==> config.mk <==
export PLATFORM = sky130hd
export DESIGN_NAME = lc3_isdu_flat
export DESIGN_NICKNAME = d
export VERILOG_FILES = /design/src/rtl/lc3_pkg.sv /design/src/rtl/lc3_isdu_if.sv /design/src/rtl/lc3_mem_wait.sv /design/src/rtl/lc3_isdu.sv /design/src/flat_wrapper.sv
export SDC_FILE = /design/constraint.sdc
export NUM_CORES = 1
export LEC_CHECK = 0
export ABC_CLOCK_PERIOD_IN_PS = 4100
export BUFFER_PORTS_ARGS = -buffer_cell sky130_fd_sc_hd__clkbuf_2
export CAP_MARGIN = 20
export CORE_ASPECT_RATIO = 2
export CORE_MARGIN = 2
export CORE_UTILIZATION = 41
export DETAILED_ROUTE_END_ITERATION = 10
export GPL_TIMING_DRIVEN = 0
export MAX_ROUTING_LAYER = met4
export PLACE_DENSITY = 0.64
export SLEW_MARGIN = 20
export SYNTH_ARGS = -nofsm -noshare
export SYNTH_HDL_FRONTEND = slang
export SYNTH_SLANG_ARGS = --single-unit
export TNS_END_PERCENT = 20
==> constraint.sdc <==
create_clock -name Clk -period 4.1 [get_ports Clk]
set_input_delay 0.41 -clock Clk [delete_from_list [all_inputs] [get_ports Clk]]
set_output_delay 0.41 -clock Clk [all_outputs]
set_load 0.05 [all_outputs]
==> src/rtl/lc3_pkg.sv <==
// Shared types for the LC-3 sequencer: FSM state encoding, opcodes and
// datapath mux/ALU select values.
package lc3_pkg;

  typedef enum logic [4:0] {
    S_HALTED, S_18, S_33, S_35, S_32,
    S_01, S_05, S_09, S_00, S_22,
    S_12, S_04, S_21, S_20, S_06,
    S_25, S_27, S_07, S_23, S_16,
    S_PAUSE_A, S_PAUSE_B
  } state_t;

  localparam logic [3:0] OP_BR    = 4'b0000;
  localparam logic [3:0] OP_ADD   = 4'b0001;
  localparam logic [3:0] OP_JSR   = 4'b0100;
  localparam logic [3:0] OP_AND   = 4'b0101;
  localparam logic [3:0] OP_LDR   = 4'b0110;
  localparam logic [3:0] OP_STR   = 4'b0111;
  localparam logic [3:0] OP_NOT   = 4'b1001;
  localparam logic [3:0] OP_JMP   = 4'b1100;
  localparam logic [3:0] OP_PAUSE = 4'b1101;

  localparam logic [1:0] PC_PLUS1 = 2'd0;
  localparam logic [1:0] PC_BUS   = 2'd1;
  localparam logic [1:0] PC_ADDER = 2'd2;

  localparam logic [1:0] DR_IR11 = 2'd0;
  localparam logic [1:0] DR_R7   = 2'd1;

  localparam logic [1:0] SR1_IR11 = 2'd0;
  localparam logic [1:0] SR1_IR8  = 2'd1;

  localparam logic A1_PC  = 1'b0;
  localparam logic A1_SR1 = 1'b1;

  localparam logic [1:0] A2_ZERO  = 2'd0;
  localparam logic [1:0] A2_OFF6  = 2'd1;
  localparam logic [1:0] A2_OFF9  = 2'd2;
  localparam logic [1:0] A2_OFF11 = 2'd3;

  localparam logic [1:0] ALU_ADD   = 2'd0;
  localparam logic [1:0] ALU_AND   = 2'd1;
  localparam logic [1:0] ALU_NOT   = 2'd2;
  localparam logic [1:0] ALU_PASSA = 2'd3;

  function automatic logic is_mem_state(state_t s);
    return (s == S_33) || (s == S_25) || (s == S_16);
  endfunction

endpackage

==> src/rtl/lc3_isdu_if.sv <==
// Control/status bundle between the ISDU (master) and the datapath/board (slave).
interface lc3_isdu_if;
  logic       Run, Continue, IR_5, IR_11, BEN, Mem_Ready;
  logic [3:0] Opcode;
  logic       GatePC, GateMDR, GateALU, GateMARMUX;
  logic       LD_MAR, LD_MDR, LD_IR, LD_BEN, LD_CC, LD_REG, LD_PC, LD_LED;
  logic [1:0] PCMUX, DRMUX, SR1MUX, ADDR2MUX, ALUK;
  logic       ADDR1MUX, SR2MUX, MIO_EN;
  logic       Mem_OE, Mem_WE;

  modport master (
    input  Run, Continue, Opcode, IR_5, IR_11, BEN, Mem_Ready,
    output GatePC, GateMDR, GateALU, GateMARMUX,
           LD_MAR, LD_MDR, LD_IR, LD_BEN, LD_CC, LD_REG, LD_PC, LD_LED,
           PCMUX, DRMUX, SR1MUX, ADDR2MUX, ALUK,
           ADDR1MUX, SR2MUX, MIO_EN, Mem_OE, Mem_WE
  );

  modport slave (
    output Run, Continue, Opcode, IR_5, IR_11, BEN, Mem_Ready,
    input  GatePC, GateMDR, GateALU, GateMARMUX,
           LD_MAR, LD_MDR, LD_IR, LD_BEN, LD_CC, LD_REG, LD_PC, LD_LED,
           PCMUX, DRMUX, SR1MUX, ADDR2MUX, ALUK,
           ADDR1MUX, SR2MUX, MIO_EN, Mem_OE, Mem_WE
  );
endinterface

==> src/rtl/lc3_mem_wait.sv <==
// Fixed-length SRAM access timer: done rises on the third cycle that start is held.
module lc3_mem_wait (
  input  logic Clk,
  input  logic Reset,
  input  logic start,
  output logic done
);

  logic [1:0] cnt;

  // Memory states are never back to back, so dropping start clears for the next entry.
  always_ff @(posedge Clk) begin
    if (Reset || !start)
      cnt <= 2'd0;
    else if (cnt != 2'd2)
      cnt <= cnt + 2'd1;
  end

  assign done = start && (cnt == 2'd2);

endmodule

==> src/rtl/lc3_isdu.sv <==
// LC-3 instruction sequencer/decoder (Moore FSM).
// Define LC3_ISDU_MEM_READY_EN to pace memory states by Mem_Ready instead of a fixed 3-cycle wait.
module lc3_isdu
  import lc3_pkg::*;
(
  input logic        Clk,
  input logic        Reset,
  lc3_isdu_if.master bus
);

  state_t state, next_state;
  logic   mem_done;

`ifdef LC3_ISDU_MEM_READY_EN
  assign mem_done = bus.Mem_Ready;
`else
  logic unused_mem_ready;
  assign unused_mem_ready = bus.Mem_Ready;

  lc3_mem_wait u_wait (
    .Clk   (Clk),
    .Reset (Reset),
    .start (is_mem_state(state)),
    .done  (mem_done)
  );
`endif

  always_ff @(posedge Clk) begin
    if (Reset)
      state <= S_HALTED;
    else
      state <= next_state;
  end

  always_comb begin
    next_state = state;
    case (state)
      S_HALTED:  if (bus.Run) next_state = S_18;
      S_18:      next_state = S_33;
      S_33:      if (mem_done) next_state = S_35;
      S_35:      next_state = S_32;
      S_32: begin
        case (bus.Opcode)
          OP_ADD:   next_state = S_01;
          OP_AND:   next_state = S_05;
          OP_NOT:   next_state = S_09;
          OP_BR:    next_state = S_00;
          OP_JMP:   next_state = S_12;
          OP_JSR:   next_state = S_04;
          OP_LDR:   next_state = S_06;
          OP_STR:   next_state = S_07;
          OP_PAUSE: next_state = S_PAUSE_A;
          default:  next_state = S_18;
        endcase
      end
      S_00:      next_state = bus.BEN ? S_22 : S_18;
      S_04:      next_state = bus.IR_11 ? S_21 : S_20;
      S_06:      next_state = S_25;
      S_25:      if (mem_done) next_state = S_27;
      S_07:      next_state = S_23;
      S_23:      next_state = S_16;
      S_16:      if (mem_done) next_state = S_18;
      S_PAUSE_A: if (bus.Continue) next_state = S_PAUSE_B;
      S_PAUSE_B: if (!bus.Continue) next_state = S_18;
      default:   next_state = S_18;
    endcase
  end

  always_comb begin
    bus.GatePC = 1'b0;  bus.GateMDR = 1'b0;  bus.GateALU = 1'b0;  bus.GateMARMUX = 1'b0;
    bus.LD_MAR = 1'b0;  bus.LD_MDR = 1'b0;   bus.LD_IR = 1'b0;    bus.LD_BEN = 1'b0;
    bus.LD_CC = 1'b0;   bus.LD_REG = 1'b0;   bus.LD_PC = 1'b0;    bus.LD_LED = 1'b0;
    bus.PCMUX = PC_PLUS1;  bus.DRMUX = DR_IR11;  bus.SR1MUX = SR1_IR11;
    bus.ADDR2MUX = A2_ZERO; bus.ALUK = ALU_ADD;  bus.ADDR1MUX = A1_PC;
    bus.SR2MUX = 1'b0;  bus.MIO_EN = 1'b0;
    bus.Mem_OE = 1'b1;  bus.Mem_WE = 1'b1;
    case (state)
      S_18: begin
        bus.GatePC = 1'b1; bus.LD_MAR = 1'b1; bus.PCMUX = PC_PLUS1; bus.LD_PC = 1'b1;
      end
      S_33, S_25: begin
        bus.Mem_OE = 1'b0; bus.MIO_EN = 1'b1; bus.LD_MDR = mem_done;
      end
      S_35: begin
        bus.GateMDR = 1'b1; bus.LD_IR = 1'b1;
      end
      S_32: bus.LD_BEN = 1'b1;
      S_01, S_05, S_09: begin
        bus.SR1MUX = SR1_IR8; bus.SR2MUX = bus.IR_5; bus.GateALU = 1'b1;
        bus.LD_REG = 1'b1; bus.LD_CC = 1'b1; bus.DRMUX = DR_IR11;
        bus.ALUK = (state == S_01) ? ALU_ADD : (state == S_05) ? ALU_AND : ALU_NOT;
      end
      S_22: begin
        bus.ADDR1MUX = A1_PC; bus.ADDR2MUX = A2_OFF9; bus.PCMUX = PC_ADDER; bus.LD_PC = 1'b1;
      end
      S_12, S_20: begin
        bus.SR1MUX = SR1_IR8; bus.ALUK = ALU_PASSA; bus.GateALU = 1'b1;
        bus.PCMUX = PC_BUS; bus.LD_PC = 1'b1;
      end
      S_04: begin
        bus.GatePC = 1'b1; bus.DRMUX = DR_R7; bus.LD_REG = 1'b1;
      end
      S_21: begin
        bus.ADDR1MUX = A1_PC; bus.ADDR2MUX = A2_OFF11; bus.PCMUX = PC_ADDER; bus.LD_PC = 1'b1;
      end
      S_06, S_07: begin
        bus.SR1MUX = SR1_IR8; bus.ADDR1MUX = A1_SR1; bus.ADDR2MUX = A2_OFF6;
        bus.GateMARMUX = 1'b1; bus.LD_MAR = 1'b1;
      end
      S_27: begin
        bus.GateMDR = 1'b1; bus.DRMUX = DR_IR11; bus.LD_REG = 1'b1; bus.LD_CC = 1'b1;
      end
      // Store data comes from the register file through the ALU, not from memory.
      S_23: begin
        bus.SR1MUX = SR1_IR11; bus.ALUK = ALU_PASSA; bus.GateALU = 1'b1;
        bus.MIO_EN = 1'b0; bus.LD_MDR = 1'b1;
      end
      S_16:                 bus.Mem_WE = 1'b0;
      S_PAUSE_A, S_PAUSE_B: bus.LD_LED = 1'b1;
      default: ;
    endcase
  end

endmodule

==> src/flat_wrapper.sv <==
// flat-port wrapper written by rule: the top's interface ports become plain ports
module lc3_isdu_flat import lc3_pkg::*;
  (Clk, Reset, bus_Run, bus_Continue, bus_Opcode, bus_IR_5, bus_IR_11, bus_BEN, bus_Mem_Ready, bus_GatePC, bus_GateMDR, bus_GateALU, bus_GateMARMUX, bus_LD_MAR, bus_LD_MDR, bus_LD_IR, bus_LD_BEN, bus_LD_CC, bus_LD_REG, bus_LD_PC, bus_LD_LED, bus_PCMUX, bus_DRMUX, bus_SR1MUX, bus_ADDR2MUX, bus_ALUK, bus_ADDR1MUX, bus_SR2MUX, bus_MIO_EN, bus_Mem_OE, bus_Mem_WE);
  lc3_isdu_if bus_i ();
  input logic Clk;
  input logic Reset;
  input wire logic [$bits(bus_i.Run)-1:0] bus_Run;
  input wire logic [$bits(bus_i.Continue)-1:0] bus_Continue;
  input wire logic [$bits(bus_i.Opcode)-1:0] bus_Opcode;
  input wire logic [$bits(bus_i.IR_5)-1:0] bus_IR_5;
  input wire logic [$bits(bus_i.IR_11)-1:0] bus_IR_11;
  input wire logic [$bits(bus_i.BEN)-1:0] bus_BEN;
  input wire logic [$bits(bus_i.Mem_Ready)-1:0] bus_Mem_Ready;
  output wire logic [$bits(bus_i.GatePC)-1:0] bus_GatePC;
  output wire logic [$bits(bus_i.GateMDR)-1:0] bus_GateMDR;
  output wire logic [$bits(bus_i.GateALU)-1:0] bus_GateALU;
  output wire logic [$bits(bus_i.GateMARMUX)-1:0] bus_GateMARMUX;
  output wire logic [$bits(bus_i.LD_MAR)-1:0] bus_LD_MAR;
  output wire logic [$bits(bus_i.LD_MDR)-1:0] bus_LD_MDR;
  output wire logic [$bits(bus_i.LD_IR)-1:0] bus_LD_IR;
  output wire logic [$bits(bus_i.LD_BEN)-1:0] bus_LD_BEN;
  output wire logic [$bits(bus_i.LD_CC)-1:0] bus_LD_CC;
  output wire logic [$bits(bus_i.LD_REG)-1:0] bus_LD_REG;
  output wire logic [$bits(bus_i.LD_PC)-1:0] bus_LD_PC;
  output wire logic [$bits(bus_i.LD_LED)-1:0] bus_LD_LED;
  output wire logic [$bits(bus_i.PCMUX)-1:0] bus_PCMUX;
  output wire logic [$bits(bus_i.DRMUX)-1:0] bus_DRMUX;
  output wire logic [$bits(bus_i.SR1MUX)-1:0] bus_SR1MUX;
  output wire logic [$bits(bus_i.ADDR2MUX)-1:0] bus_ADDR2MUX;
  output wire logic [$bits(bus_i.ALUK)-1:0] bus_ALUK;
  output wire logic [$bits(bus_i.ADDR1MUX)-1:0] bus_ADDR1MUX;
  output wire logic [$bits(bus_i.SR2MUX)-1:0] bus_SR2MUX;
  output wire logic [$bits(bus_i.MIO_EN)-1:0] bus_MIO_EN;
  output wire logic [$bits(bus_i.Mem_OE)-1:0] bus_Mem_OE;
  output wire logic [$bits(bus_i.Mem_WE)-1:0] bus_Mem_WE;
  assign bus_i.Run = bus_Run;
  assign bus_i.Continue = bus_Continue;
  assign bus_i.Opcode = bus_Opcode;
  assign bus_i.IR_5 = bus_IR_5;
  assign bus_i.IR_11 = bus_IR_11;
  assign bus_i.BEN = bus_BEN;
  assign bus_i.Mem_Ready = bus_Mem_Ready;
  assign bus_GatePC = bus_i.GatePC;
  assign bus_GateMDR = bus_i.GateMDR;
  assign bus_GateALU = bus_i.GateALU;
  assign bus_GateMARMUX = bus_i.GateMARMUX;
  assign bus_LD_MAR = bus_i.LD_MAR;
  assign bus_LD_MDR = bus_i.LD_MDR;
  assign bus_LD_IR = bus_i.LD_IR;
  assign bus_LD_BEN = bus_i.LD_BEN;
  assign bus_LD_CC = bus_i.LD_CC;
  assign bus_LD_REG = bus_i.LD_REG;
  assign bus_LD_PC = bus_i.LD_PC;
  assign bus_LD_LED = bus_i.LD_LED;
  assign bus_PCMUX = bus_i.PCMUX;
  assign bus_DRMUX = bus_i.DRMUX;
  assign bus_SR1MUX = bus_i.SR1MUX;
  assign bus_ADDR2MUX = bus_i.ADDR2MUX;
  assign bus_ALUK = bus_i.ALUK;
  assign bus_ADDR1MUX = bus_i.ADDR1MUX;
  assign bus_SR2MUX = bus_i.SR2MUX;
  assign bus_MIO_EN = bus_i.MIO_EN;
  assign bus_Mem_OE = bus_i.Mem_OE;
  assign bus_Mem_WE = bus_i.Mem_WE;
  lc3_isdu u_core (.Clk(Clk), .Reset(Reset), .bus(bus_i));
endmodule
Word level (Yosys, flattened, before mapping)
Memory sizes are Yosys's and may differ from the RTL's.
Index checks and enable logic that the tools add are counted.
{"block": "op_classes", "shifts": 0, "addsub": 1, "order_cmp": 0, "eq_ne": 29, "n_reduce_logical": 22, "multipliers": 0, "bitwise": 0, "muxes": 32, "div": 0}
{"op": "one-hot mux 5 bit (14 select lines)", "count": 1}
{"op": "== test 5 x 4 -> 1 bit (second input constant)", "count": 8}
{"op": "== test 5 bit (second input constant)", "count": 6}
{"op": "two-way mux 5 bit", "count": 6}
{"op": "== test 5 x 3 -> 1 bit (second input constant)", "count": 4}
{"op": "two-way mux 1 bit", "count": 18}
{"op": "OR reduction 2 bit", "count": 7}
{"op": "== test 5 x 2 -> 1 bit (second input constant)", "count": 2}
{"op": "OR reduction 5 bit", "count": 2}
{"op": "OR reduction 3 bit", "count": 3}
{"op": "inequality test 2 bit (second input constant)", "count": 4}
{"op": "one-hot mux 2 bit (2 select lines)", "count": 2}
{"op": "OR reduction 7 bit", "count": 1}
{"op": "inequality test 2 x 1 -> 1 bit (second input constant)", "count": 3}
{"op": "one-hot mux 2 bit (3 select lines)", "count": 1}
{"op": "AND reduction 6 bit", "count": 1}
{"op": "OR reduction 6 bit", "count": 1}
{"op": "== test 5 x 1 -> 1 bit (second input constant)", "count": 1}
{"op": "zero test 5 bit", "count": 1}
{"op": "two-way mux 2 bit", "count": 2}
{"op": "two-way mux 4 bit", "count": 1}
{"op": "OR reduction 4 bit", "count": 1}
{"op": "logical OR 1 bit", "count": 3}
{"op": "adder 2 x 1 -> 2 bit (second input constant)", "count": 1}
{"op": "other kinds (4)", "count": 4}
{"block": "totals", "output_inout_bits": 27, "in_bits": 12, "ram_bits": 0, "latchBits": 0, "wordCells": 87, "register_bits": 7, "mem_bits_ro": 80, "memories": 1}
{"memory": "(name not given)", "words": 16, "word_bits": 5, "read_ports": 1, "rd_ports_with_merged_regs": 0, "write_ports": 0, "line_no": "lc3_isdu.sv:43", "source": "case (bus.Opcode)"}

Depth between registers and ports, before layout
{"block": "depth", "ltp_word": 6, "depth_mapped": 7, "ltp_nobuf": 7}

Modules after synthesis
Synthesis repeated with hierarchy kept, for this count alone.
{"block": "hier_totals", "cells_unflattened": 167, "area_unflattened_um2": 1174.9}
{"mod": "lc3_isdu", "cells_each": 156, "seq_area_each_um2": 100.1, "area_each_um2": 1073.5, "n_inst": 1}
{"mod": "lc3_mem_wait", "cells_each": 11, "seq_area_each_um2": 40.0, "area_each_um2": 101.3, "n_inst": 1}

Least setup slack after synthesis
OpenSTA, ideal clock, no wires.
{"block": "synth_timing", "path_kind": "register to output", "start": "reg u_core.state[0]", "end": "out bus_MIO_EN", "stages_incl_launch_ff": 7, "n_path_buf": 3, "t_arrival_ps": 2608, "slack_ps": 1082, "required_ps": 3690, "cell_sequence": "dfxtp_1 buf_2 buf_6 buf_2 and3_1 o21ai_0 inv_1"}
{"block": "synth_between", "elab_chain_len": 3, "elab_cells_between_ends": 4, "cone_classes": "eq/ne: 2; mux: 1; reduce/logical: 1"}
{"element": "from (decl)", "line_no": "lc3_isdu.sv:11", "source": "state_t state, next_state;"}
{"element": "from (signal assigned)", "line_no": "lc3_isdu.sv:32", "source": "state <= next_state;"}
{"element": "== test 5 x 4 -> 1 bit / == test 5 x 2 -> 1 bit (equally long branches)", "line_no": "lc3_isdu.sv:77", "source": "case (state)"}
{"element": "OR reduction 2 bit *", "line_no": "lc3_isdu.sv:77"}
{"element": "two-way mux 1 bit *", "line_no": "lc3_isdu.sv:77"}
{"element": "to (decl)", "line_no": "flat_wrapper.sv:33", "source": "output wire logic [$bits(bus_i.MIO_EN)-1:0] bus_MIO_EN;"}
Mark *: on every way between the ends. The rest lies on a longest branch, timed or not.

Worst setup path in the final report
{"block": "layout_timing", "start": "reg u_core.state[2]", "end": "out bus_ALUK[1]"}
{"block": "layout_between", "elab_chain_len": 4, "elab_cells_between_ends": 11, "cone_classes": "eq/ne: 6; mux: 3; reduce/logical: 2"}
{"element": "== test 5 x 3 -> 1 bit", "line_no": "lc3_isdu.sv:77, lc3_isdu.sv:91"}
{"element": "two-way mux 2 bit (2 in a row)", "line_no": "lc3_isdu.sv:91", "source": "bus.ALUK = (state == S_01) ? ALU_ADD : (state == S_05) ? ALU_AND : ALU_NOT;"}
{"element": "one-hot mux 2 bit (2 select lines) *", "line_no": "lc3_isdu.sv:77"}
{"element": "to (decl)", "line_no": "flat_wrapper.sv:30", "source": "output wire logic [$bits(bus_i.ALUK)-1:0] bus_ALUK;"}
Marks and branches as above.

==> run metrics <==
maxcap violations=0; Die ar.=0.003332 sq mm; vias in the first global route=1384; combinational share of power=0.709; Slew @ Worst Pin=548.1 ps; gpl congestion=0.9181; die width=41.83 um; core box area=0.002736 sq mm; PD cells=434.7 mW/mm^2; nets=230; initial antenna violation count=0; TritonRoute pass-1 iters=4; Die Y=79.66 um; first-pass GRT wire length=6168 um; clk_skew=1.970 ps; Post-DP HPWL=3122 um; DR WL/cell=16.00 um; register bit total from synthesis=7; hold_buf cts=0; TritonCTS Buffers=3; Clock Tree Buf Depth=2; largest net degree at the start of global routing=11; Hold Vio Cnt, Final=0; main flop type after synthesis=dfxtp_1; Post-synth EDFFs=0; Synth Cell Area=0.001174 sq mm; cts repair resizes=0; Overflow after GRT=0; Clock H-tree levels=1; DR vias/cell=5.950; DRC viols=0; antenna-violating nets left=0; CP arrival=2230 ps; # diodes=0; critical path required time=3690 ps; setup_tns=0 ps; most frequent cells in the layout=34 x clkbuf_2, 17 x nor2_1, 11 x nand2_1, 11 x a21oi_1; 1st-iter DRT viols=70; FF+latch area=140.1 sq um; effective utilization at floorplan=0.4289; area of the multi-input gates=904.6 sq um; Total Routing Usage GR=0.2441; placed cells=235; Final Slew Violations=0; CTS sink cnt=7; most common cell after layout, fill and taps aside=clkbuf_2; Mapped Cells=171; IO buf count=34; warnings from Yosys=0; clk_lat worst skew=230 ps; min cycle time layout=2642 ps; Core Rows=27; Sequential Power Share=0.133; Cell variety after synth=52; Internal=283.4 uW; status=complete, no violations; Max Clk Rate=378.6 MHz; VDD IR max=0.0001758 V; vias post-DR=1422; Max-Slew Margin vs Limit=0.6339; final WL=3825 um; CP endpoint kind=primary output; fill cell count=294; switching part of the total=0.5441; Tcrit/Tclk final=0.6443; mean area per synthesized cell=6.863 sq um; Area growth syn-to-layout=21.85%; Top Ports=39; Clock Power Share=0.158; Hold WC Path Type=in -> reg; clk slew on worst S/H paths=40 ps; Crit Path Class=reg -> out; setup bufs post-CTS=0; Switch Pwr=338.3 uW; final setup vio count=0; CTS tree=built; Post-Layout Cell Count=239; Root Driver=clkbuf_8; unrepaired setup endpoints after global routing=no; leakage power=0.6841 nW; R2R setup slack=2130 ps; Seq/Total Area, Yosys=0.1194; share of cells above drive strength 1=0.2905; CP max FO=10; Async SR Flop Fraction=0; crit start category=flop
final cells by class:
type / instances / area share
Inverter: 10 / 0.02625
Clock inverter: 1 / 0.003500
Clock buffer: 3 / 0.02887
Buffer: 17 / 0.06649
Multi-Input combinational cell: 138 / 0.6325
Tap cell: 29 / 0.02537
Timing Repair Buffer: 34 / 0.1190
Sequential cell: 7 / 0.09799
state kept, by name, summed over array words and instances, names as in the netlist:
signal and flops:
u_core.state 5, u_core.u_wait.cnt 2
power groups by stage:
stage                     clock (mW)  combinational (mW)  sequential (mW)
after floorplan                    0               0.344           0.0824
after global placement             0               0.428           0.0831
after detailed placement           0               0.434           0.0844
after CTS                     0.0987               0.436           0.0832
after global routing           0.103               0.475           0.0839
final                         0.0981               0.441           0.0828
worst max-delay path, stage by stage (launching register included):
cell and delay, ps:
dfxtp_1 370, buf_2 250, buf_2 250, clkbuf_1 430
a31oi_1 160, o21ai_0 220, clkbuf_2 320
cells in the mapped netlist, types with 3 or more instances:
cell / n / area, sq um
a211oi_1: 3 / 22.52
a21oi_1: 11 / 55.05
a31oi_1: 5 / 31.28
buf_2: 7 / 35.03
buf_4: 4 / 30.03
clkbuf_1: 3 / 11.26
dfxtp_1: 7 / 140.1
ha_1: 7 / 87.58
inv_1: 10 / 37.54
mux2i_1: 3 / 30.03
nand2_1: 11 / 41.29
nand2b_1: 5 / 31.28
nand3_1: 4 / 20.02
nor2_1: 17 / 63.81
nor2b_1: 7 / 43.79
nor3_1: 8 / 40.04
nor3b_1: 3 / 22.52
o21ai_0: 10 / 50.05
o22ai_1: 3 / 18.77
xor2_1: 3 / 26.28
per-stage QoR:
stage | worst slack [ps] | cell area, sq um | total power, mW | utilization | hold WS (ps)
final | 1458 | 1430 | 0.6217 | 0.5226 | 447.9
after global routing | 1350 | 1430 | 0.6620 | 0.5226 | 452.7
after CTS | 1482 | 1430 | 0.6173 | 0.5226 | 443.6
after detailed placement | 1728 | 1384 | 0.5183 | 0.5057 | 492.6
after global placement | 1739 | 1384 | 0.5115 | 0.5057 | 471.0
after floorplan | 1082 | 1177 | 0.4266 | - | 458.5
kinds of logic after synthesis:
kind of cell,count (synthesis),synth area share
AO/OA/AOI/OAI,49,0.2900
XOR/XNOR,4,0.02986
adder cells (fa/ha/maj),7,0.07462
buffers and inverters,27,0.1130
flip-flops,7,0.1194
multiplexers,4,0.03518
other,1,0.003195
AND/OR/NAND/NOR,72,0.3348
final timing paths:
kind / from / end / depth (start not counted)
worst max-delay path: u_core.state[2]$_SDFFE_PP0P_ / bus_ALUK[1] / 6
worst min-delay path: Reset / u_core.state[2]$_SDFFE_PP0P_ / 2
worst max register to register: u_core.u_wait.cnt[0]$_SDFFE_PP0P_ / u_core.state[4]$_SDFFE_PP0P_ / 7
worst min register to register: u_core.u_wait.cnt[1]$_SDFFE_PP0P_ / u_core.u_wait.cnt[1]$_SDFFE_PP0P_ / 2
per-layer routing:
layer / global-route usage / vias to the layer above / share of wire
li1: - / 682 / -
met1: 0.2248 / 668 / 0.34
met2: 0.4703 / 58 / 0.58
met3: 0.02036 / 14 / 0.039
met4: 0.1419 / 0 / 0.038
met5: - / - / 0
Note: power is estimated with default switching activity, not from simulation.
